===== config.mk =====
export PLATFORM = sky130hd
export DESIGN_NAME = sbox_init_seq
export DESIGN_NICKNAME = d
export VERILOG_FILES = /design/src/rtl/sbox_init_pkg.sv /design/src/rtl/sbox_init_ctr.sv /design/src/rtl/sbox_init_seq.sv
export SDC_FILE = /design/constraint.sdc
export NUM_CORES = 1
export LEC_CHECK = 0
export ABC_AREA = 1
export CORE_ASPECT_RATIO = 1.1
export CORE_UTILIZATION = 45
export CTS_CLUSTER_DIAMETER = 60
export CTS_CLUSTER_SIZE = 40
export DETAILED_ROUTE_END_ITERATION = 16
export PLACE_DENSITY = 0.86
export SYNTH_ARGS = -nofsm -noshare
export SYNTH_HDL_FRONTEND = slang
export SYNTH_SLANG_ARGS = --single-unit
export TNS_END_PERCENT = 50

===== constraint.sdc =====
create_clock -name clk -period 1.7 [get_ports clk]
set_clock_uncertainty 0.2 [all_clocks]
set_input_delay 0.17 -clock clk [delete_from_list [all_inputs] [get_ports clk]]
set_output_delay 0.17 -clock clk [all_outputs]
set_load 0.02 [all_outputs]

===== src/rtl/sbox_init_pkg.sv =====
// sbox_init_pkg
// Shared types for the S-box initialisation sequencer:
//   mode_e  - fill pattern selected at start (RSVD behaves as IDENTITY)
//   state_e - sequencer FSM states
package sbox_init_pkg;

  typedef enum logic [1:0] {
    IDENTITY = 2'd0,
    REVERSE  = 2'd1,
    FILL     = 2'd2,
    RSVD     = 2'd3
  } mode_e;

  typedef enum logic [1:0] {
    IDLE  = 2'd0,
    WRITE = 2'd1,
    DONE  = 2'd2
  } state_e;

endpackage


===== src/rtl/sbox_init_ctr.sv =====
// sbox_init_ctr
// Write-address counter for the S-box initialisation sequencer.
// Ports:
//   clk         - clock, rising edge
//   reset_n     - synchronous active-low reset, clears the count
//   i_load_zero - restart the count at 0 (start accepted or pass aborted)
//   i_en        - a write happened this cycle; advance the count
//   o_cnt       - current write address
//   o_tc        - terminal count: o_cnt == DEPTH-1
module sbox_init_ctr #(
  parameter int ADDR_W = 8,
  parameter int DEPTH  = 2 ** ADDR_W
) (
  input  logic              clk,
  input  logic              reset_n,
  input  logic              i_load_zero,
  input  logic              i_en,
  output logic [ADDR_W-1:0] o_cnt,
  output logic              o_tc
);

  localparam logic [ADDR_W-1:0] LAST = ADDR_W'(DEPTH - 1);

  logic [ADDR_W-1:0] r_cnt;

  // Saturates at LAST so the address parks at DEPTH-1 once the pass completes.
  always_ff @(posedge clk) begin
    if (!reset_n) begin
      r_cnt <= '0;
    end else if (i_load_zero) begin
      r_cnt <= '0;
    end else if (i_en && (r_cnt != LAST)) begin
      r_cnt <= r_cnt + ADDR_W'(1);
    end
  end

  assign o_cnt = r_cnt;
  assign o_tc  = (r_cnt == LAST);

endmodule


===== src/rtl/sbox_init_seq.sv =====
// sbox_init_seq
// Writes DEPTH words (addresses 0..DEPTH-1, ascending) into a memory through
// an arbitrated write port, with data chosen by the mode latched at start.
// Ports:
//   clk, reset_n        - clock (rising edge), synchronous active-low reset
//   start               - request one pass (accepted in IDLE or DONE only)
//   mode, fill_value    - pattern select and FILL constant, sampled with start
//   grant               - arbiter allows a write this cycle (may stall forever)
//   abort               - cancel an active pass, wins over grant
//   addr, wrdata, wren  - memory write port
//   busy                - pass in progress
//   done                - last pass completed, held until next start or reset
module sbox_init_seq
  import sbox_init_pkg::*;
#(
  parameter int ADDR_W = 8,
  parameter int DATA_W = 8,
  parameter int DEPTH  = 2 ** ADDR_W
) (
  input  logic              clk,
  input  logic              reset_n,
  input  logic              start,
  input  logic [1:0]        mode,
  input  logic [DATA_W-1:0] fill_value,
  input  logic              grant,
  input  logic              abort,
  output logic [ADDR_W-1:0] addr,
  output logic [DATA_W-1:0] wrdata,
  output logic              wren,
  output logic              busy,
  output logic              done
);

  localparam logic [ADDR_W-1:0] LAST = ADDR_W'(DEPTH - 1);

  state_e              r_state;
  state_e              w_next;
  mode_e               r_mode;
  logic [DATA_W-1:0]   r_fill;
  logic                w_accept;
  logic                w_abort_wr;
  logic                w_wren;
  logic                w_busy;
  logic                w_done;
  logic                w_tc;
  logic [ADDR_W-1:0]   w_addr;

  function automatic logic [DATA_W-1:0] pattern(input mode_e m,
                                                input logic [ADDR_W-1:0] a,
                                                input logic [DATA_W-1:0] f);
    case (m)
      REVERSE: return DATA_W'(LAST - a);
      FILL:    return f;
      default: return DATA_W'(a);
    endcase
  endfunction

  assign w_accept   = ((r_state == IDLE) || (r_state == DONE)) && start;
  assign w_abort_wr = (r_state == WRITE) && abort;

  always_ff @(posedge clk) begin
    if (!reset_n) begin
      r_state <= IDLE;
    end else begin
      r_state <= w_next;
    end
  end

  // Pattern inputs are only captured when a start is accepted, so a start
  // arriving mid-pass cannot disturb the data of the pass in flight.
  always_ff @(posedge clk) begin
    if (!reset_n) begin
      r_mode <= IDENTITY;
      r_fill <= '0;
    end else if (w_accept) begin
      r_mode <= mode_e'(mode);
      r_fill <= fill_value;
    end
  end

  always_comb begin
    w_next = r_state;
    w_wren = 1'b0;
    w_busy = 1'b0;
    w_done = 1'b0;
    case (r_state)
      IDLE: begin
        if (start) w_next = WRITE;
      end
      WRITE: begin
        w_busy = 1'b1;
        // reset_n gating keeps a reset cycle from committing one more word.
        w_wren = grant && !abort && reset_n;
        if (abort) begin
          w_next = IDLE;
        end else if (grant && w_tc) begin
          w_next = DONE;
        end
      end
      DONE: begin
        w_done = 1'b1;
        if (start) w_next = WRITE;
      end
      default: w_next = IDLE;
    endcase
  end

  sbox_init_ctr #(
    .ADDR_W (ADDR_W),
    .DEPTH  (DEPTH)
  ) u_ctr (
    .clk         (clk),
    .reset_n     (reset_n),
    .i_load_zero (w_accept || w_abort_wr),
    .i_en        (w_wren),
    .o_cnt       (w_addr),
    .o_tc        (w_tc)
  );

  assign addr   = w_addr;
  assign wrdata = pattern(r_mode, w_addr, r_fill);
  assign wren   = w_wren;
  assign busy   = w_busy;
  assign done   = w_done;

endmodule


==> results of run 1 <==
## per-stage QoR
step	std cells	TNS, ns
after floorplan	167	-0.224
after global placement	246	-3.44
after detailed placement	246	-3.78
after CTS	256	-1.18
after global routing	256	-1.81
final	256	-1.38
## worst min-delay path, cell delays in order
cell and delay [ns]:
clkdlybuf4s50_1 0.40, nor2_1 0.10, nor2_1 0.05
## state kept, by name (all words and copies together), names as in the netlist
signal / flops
r_fill: 8
r_mode: 2
r_state: 2
u_ctr.o_cnt: 8
## report_power, final
| part | switching [mW] | total, mW | leakage [nW] | internal (mW) |
|---|---|---|---|---|
| logic | 0.212 | 0.431 | 0.652 | 0.219 |
| registers | 0.0143 | 0.507 | 0.165 | 0.493 |
| clock network | 0.156 | 0.287 | 0.0210 | 0.131 |
## worst max-delay path by stage
stage | startpoint | slack (ns) | end
finish | r_mode[0] | -0.21 | wrdata[3]
detailed placement | r_mode[0] | -0.52 | wrdata[4]
CTS | r_mode[0] | -0.17 | wrdata[2]
global placement | r_mode[0] | -0.47 | wrdata[4]
floorplan | r_mode[0] | -0.07 | wrdata[0]
global route | r_mode[0] | -0.25 | wrdata[3]
## final cells by class
class,instances,share of cell area (%)
clock buffer,4,2.01
inverter,19,4.09
multi-input combinational,123,39.4
sequential,20,22.4
tap,30,2.08
timing repair buffer,60,30.0
## layer usage
layer,GRT usage (%),vias up,routed length (um)
li1,-,655,-
met1,31.1,626,1410
met2,54.2,66,1870
met3,4.64,11,202
met4,12.4,0,75
met5,0,-,0
## timing repair
item                                    4_1_cts  5_1_grt
pin swaps                                     7        0
buffers inserted                              6        0
cloned                                        0        0
resized for setup                            73       11
endpoints found under the setup margin       19       18
hold buffers                                  0        0
endpoints found under the hold margin         0        0
## cell usage after synthesis
master,n
buf_2,2
nor2_2,2
nand2_8,1
nor2_1,25
nand2_1,41
inv_2,2
o211ai_2,1
a22oi_1,6
xor2_1,3
clkbuf_1,3
o211ai_1,1
inv_4,1
inv_1,16
nand3_2,1
a21oi_1,14
dfxtp_1,20
nand3_1,5
ha_1,3
nor2_8,1
o21a_1,1
a21oi_2,2
nand2_2,1
nor2_4,1
a21boi_0,1
nand2_4,1
o21ai_0,12
## logic make-up (layout without fill, tap and decap cells)
family	Yosys count	in the layout	share of synthesized area, %
AND/OR/NAND/NOR	79	79	31.6
XOR/XNOR	3	3	2.28
buffers and inverters	24	83	8.26
adder cells (fa/ha/maj)	3	3	3.26
flip-flops	20	20	34.8
AO/OA/AOI/OAI	38	38	19.8
==> flow_summary.yaml, run 1 <==
final_layout:
  fin_area_um2: 1800
  drive_above_1_share_pct: 30.1
  nets: 245
  n_fill_cell: 175
  regArea_um2: 404
  multi_input_area_um2: 711
  antenna_cells: 0
  utilization_pct: 77.0
  syn_to_final_growth_pct: 56.6
  final_cell_mix: "nand2_1, nor2_1, buf_4"
  final_common_cell: "nand2_1"
pwr:
  total_power_mw: 1.23
  peakVddDrop_mv: 0.636
  cellLeakagePower_nw: 0.838
  power_density_nw_per_um2: 680
worst_setup_path:
  cp-end-kind: "output pin"
  slowest_delay_ns: 0.35
  start_kind: "flip-flop"
  cp_top_family: "buffers and inverters"
  path_class: "flip-flop to output pin"
  r2r_slack_ns: 0.12
  r2r_cells: 9
  required_ns: 1.33
  cp_cell_sequence: "inv_2 -> ha_4 -> buf_6 -> buf_6 -> a22oi_2 -> buf_6"
  reg2reg_from: "u_ctr.o_cnt[0]"
  slowest_stage: "dfxtp_2"
  cp.buffers_inverters: 4
  timing.rr.end: "u_ctr.o_cnt[4]"
  crit_top_cell: "buf_6"
  worst_ep_arrival_time_ns: 1.54
  cp.depth: 6
  crit_path_max_fanout: 6
drt:
  drt-total-wl_mm: 3.55
  drt_pass1_iterations: 4
  vias: 1358
  vias_per_cell: 5.30
  ant_nets: 0
  wire_per_inst_um: 13.9
  first_iter_violations: 50
  drc: 0
die:
  dieArea_um2: 2760
  fp.dieH_um: 55.0
  core_area_um2: 2340
  io_pins: 34
  die_w_um: 50.2
  initial_core_util_pct: 49.1
  row_count: 18
placed_design:
  dp_slack_ns: -0.522
  place.gp.congestion: 0.849
  place_area_um2: 1660
  numPortBuffers: 33
  hpwlAfterDp_mm: 2.28
timing:
  report.final.slew_viol_count: 0
  hold_violations: 0
  layout_setup_ws_ns: -0.212
  hold_slack_ns: 0.230
  fmax_ghz: 0.523
  worstMarginPinSlew_ns: 0.200
  fin_crit_sh_pct: 112
  rsz0062_at_grt: "true"
  finalSetupViolCount: 8
  maxSlewHeadroom_pct: 86.5
  period_needed_ns: 1.91
hold_path:
  hold_depth: 3
  min_path_type: "input port to flip-flop"
  hp-start: "fill_value[1]"
  min_to: "r_fill[1]"
clock_tree:
  cts_sinks: 20
  cts_root_buf: "clkbuf_4"
  tritoncts: "done"
  clockBufferDepth: 2
  numCtsBuffers: 3
  cts_max_level: 1
  clk_pin_slew_worst_paths_ns: 0.12
  clkLatencyLatePin_ns: 0.31
global_route:
  grt_pass1_wl_mm: 5.84
  grt_pass1_vias: 1360
  grt_overflow: 0
  antenna_found_initial: 0
  grt_start_max_net_pins: 14
  grt_use_total_pct: 28.3
yosys:
  yosysSeqAreaShare_pct: 34.8
  yosysTopAreaCellShare_pct: 34.8
  netlist_top_cells_area: "dfxtp_1, nand2_1, nor2_1"
  synth.net_count: 185
  synth_cell_types: 26
  syn_area_um2: 1150
  ys_ff_latch: 20
  synth_cells: 167
  yosysWarnings: 0
  avgSynthCellArea_um2: 6.89
  synth_top_area_cell: "dfxtp_1"
outcome:
  status: "finished with violations"
  failed_checks: "setup timing"
job:
  drv_cap: 0
Power figures use the tool's default switching activity.
==> inputs of run 2 (changes only) <==
==> constraint.sdc (replaced) <==
create_clock -name clk -period 1.8 [get_ports clk]
set_clock_uncertainty 0.2 [all_clocks]
set_input_delay 0.36 -clock clk [delete_from_list [all_inputs] [get_ports clk]]
set_output_delay 0.36 -clock clk [all_outputs]
set_load 0.02 [all_outputs]
==> run 2 against run 1 <==
  * The run still ends with setup timing left
  * Total power down 13%
  * Via count down 1.8%
  * First-iteration DRC count decreased by 72%
  * Die area did not move
  * Wire length fell by 10%
  * Critical path type unchanged
  * Cell count is 1.2% higher
  * Clock power decreased by 27%
==> flow_summary.yaml, run 2 (synthesis gave the netlist of run 1 again) <==
outcome:
  status: "finished with violations"
  failed_checks: "setup timing"
worst_setup_path:
  crit_path_max_fanout: 5
  required_ns: 1.24
  reg2reg_from: "u_ctr.o_cnt[1]"
  cp-end-kind: "output pin"
  crit_end: "wrdata[5]"
  r2r_slack_ns: 0.21
  path_class: "flip-flop to output pin"
  crit_path_start: "r_mode[0]"
  timing.rr.end: "u_ctr.o_cnt[6]"
  worst_ep_arrival_time_ns: 1.49
  start_kind: "flip-flop"
  r2r_cells: 9
drt:
  first_iter_violations: 14
  vias_per_cell: 5.15
  ant_nets: 0
  drc: 0
  wire_per_inst_um: 12.4
  vias: 1333
  drt_pass1_iterations: 4
  drt-total-wl_mm: 3.20
global_route:
  grt_pass1_wl_mm: 5.25
  antenna_found_initial: 0
  grt_start_max_net_pins: 14
  grt_overflow: 0
  grt_use_total_pct: 25.6
  grt_pass1_vias: 1304
final_layout:
  nets: 249
  fin_area_um2: 1810
  syn_to_final_growth_pct: 57.5
  final_cell_mix: "nand2_1, buf_4, nor2_1"
  antenna_cells: 0
  utilization_pct: 77.4
  final_cells: 259
  drive_above_1_share_pct: 32.8
  final_common_cell: "nand2_1"
  n_fill_cell: 179
job:
  drv_cap: 0
pwr:
  cellLeakagePower_nw: 0.844
  peakVddDrop_mv: 0.453
  power_density_nw_per_um2: 588
clock_tree:
  clockBufferDepth: 2
  cts_root_buf: "clkbuf_4"
  clkLatencyLatePin_ns: 0.30
  holdBufCountCts: 0
  clk_pin_slew_worst_paths_ns: 0.10
  cts_max_level: 1
  numCtsBuffers: 3
  cts_sinks: 20
  tritoncts: "done"
die:
  fp.dieH_um: 55.0
  row_count: 18
  initial_core_util_pct: 49.1
  die_w_um: 50.2
  dieArea_um2: 2760
  core_area_um2: 2340
  io_pins: 34
placed_design:
  place.gp.congestion: 0.846
  dpl.cell_count: 254
  numPortBuffers: 33
  place_area_um2: 1740
  dp_slack_ns: -0.475
  hpwlAfterDp_mm: 2.44
hold_path:
  min_path_type: "input port to flip-flop"
  hold_depth: 4
timing:
  worstMarginPinSlew_ns: 0.209
  maxSlewHeadroom_pct: 86.1
  period_needed_ns: 2.05
  report.final.slew_viol_count: 0
  fin_crit_sh_pct: 114
  fmax_ghz: 0.488
  hold_violations: 0
  rsz0062_at_grt: "true"
  layout_setup_ws_ns: -0.251
  finalSetupViolCount: 8
  hold_slack_ns: 0.246
[run 2: power breakdown]
part	leakage [nW]	switching (mW)	internal, mW
sequential	0.165	0.0137	0.465
combinational	0.666	0.185	0.193
clock	0.0138	0.130	0.0781
total	0.844	0.329	0.736
[run 2: worst min-delay path by stage]
| stage | start | end | slack (ns) |
|---|---|---|---|
| 2_1_floorplan | r_mode[1] | r_mode[1] | 0.25 |
| 3_3_place_gp | r_state[1] | r_state[1] | 0.29 |
| 3_5_place_dp | r_state[1] | r_state[1] | 0.29 |
| 4_1_cts | r_state[1] | r_state[1] | 0.31 |
| 5_1_grt | abort | r_state[0] | 0.31 |
| 6_report | abort | r_state[0] | 0.25 |
[run 2: timing repair]
| item | in CTS | in global routing |
|---|---|---|
| buffers inserted | 2 | 0 |
| pin swaps | 3 | 5 |
| gates resized for setup | 67 | 13 |
| setup endpoints to repair | 19 | 11 |
[run 2: area by class of cell]
cell class	instances	area (um^2)	area share [%]
multi-input cells	123	716	39.5
repair buffers	64	561	30.9
flip-flops and latches	20	403	22.2
inverters	19	73.8	4.07
well taps	30	37.5	2.07
clock buffers	3	22.5	1.24
[run 2: metal layers]
metal	wire, um	vias to the layer above	track usage (%)
met1	1280	644	25.9
li1	-	659	-
met3	114	2	3.01
met5	0	-	0
met2	1780	28	53.1
met4	27	0	11.0
[run 2: critical path, cell delays in order (launching register included)]
cell and delay (ns):
dfxtp_2 0.35, inv_2 0.05, ha_4 0.26, buf_4 0.15
a22oi_2 0.21, buf_4 0.17
[run 2: through the flow]
step | setup TNS, ns | power [mW]
6_report | -1.66 | 1.07
5_1_grt | -2.16 | 1.11
4_1_cts | -1.73 | 1.05
3_5_place_dp | -4.41 | 0.825
3_3_place_gp | -3.81 | 0.815
2_1_floorplan | -0.162 | 0.658
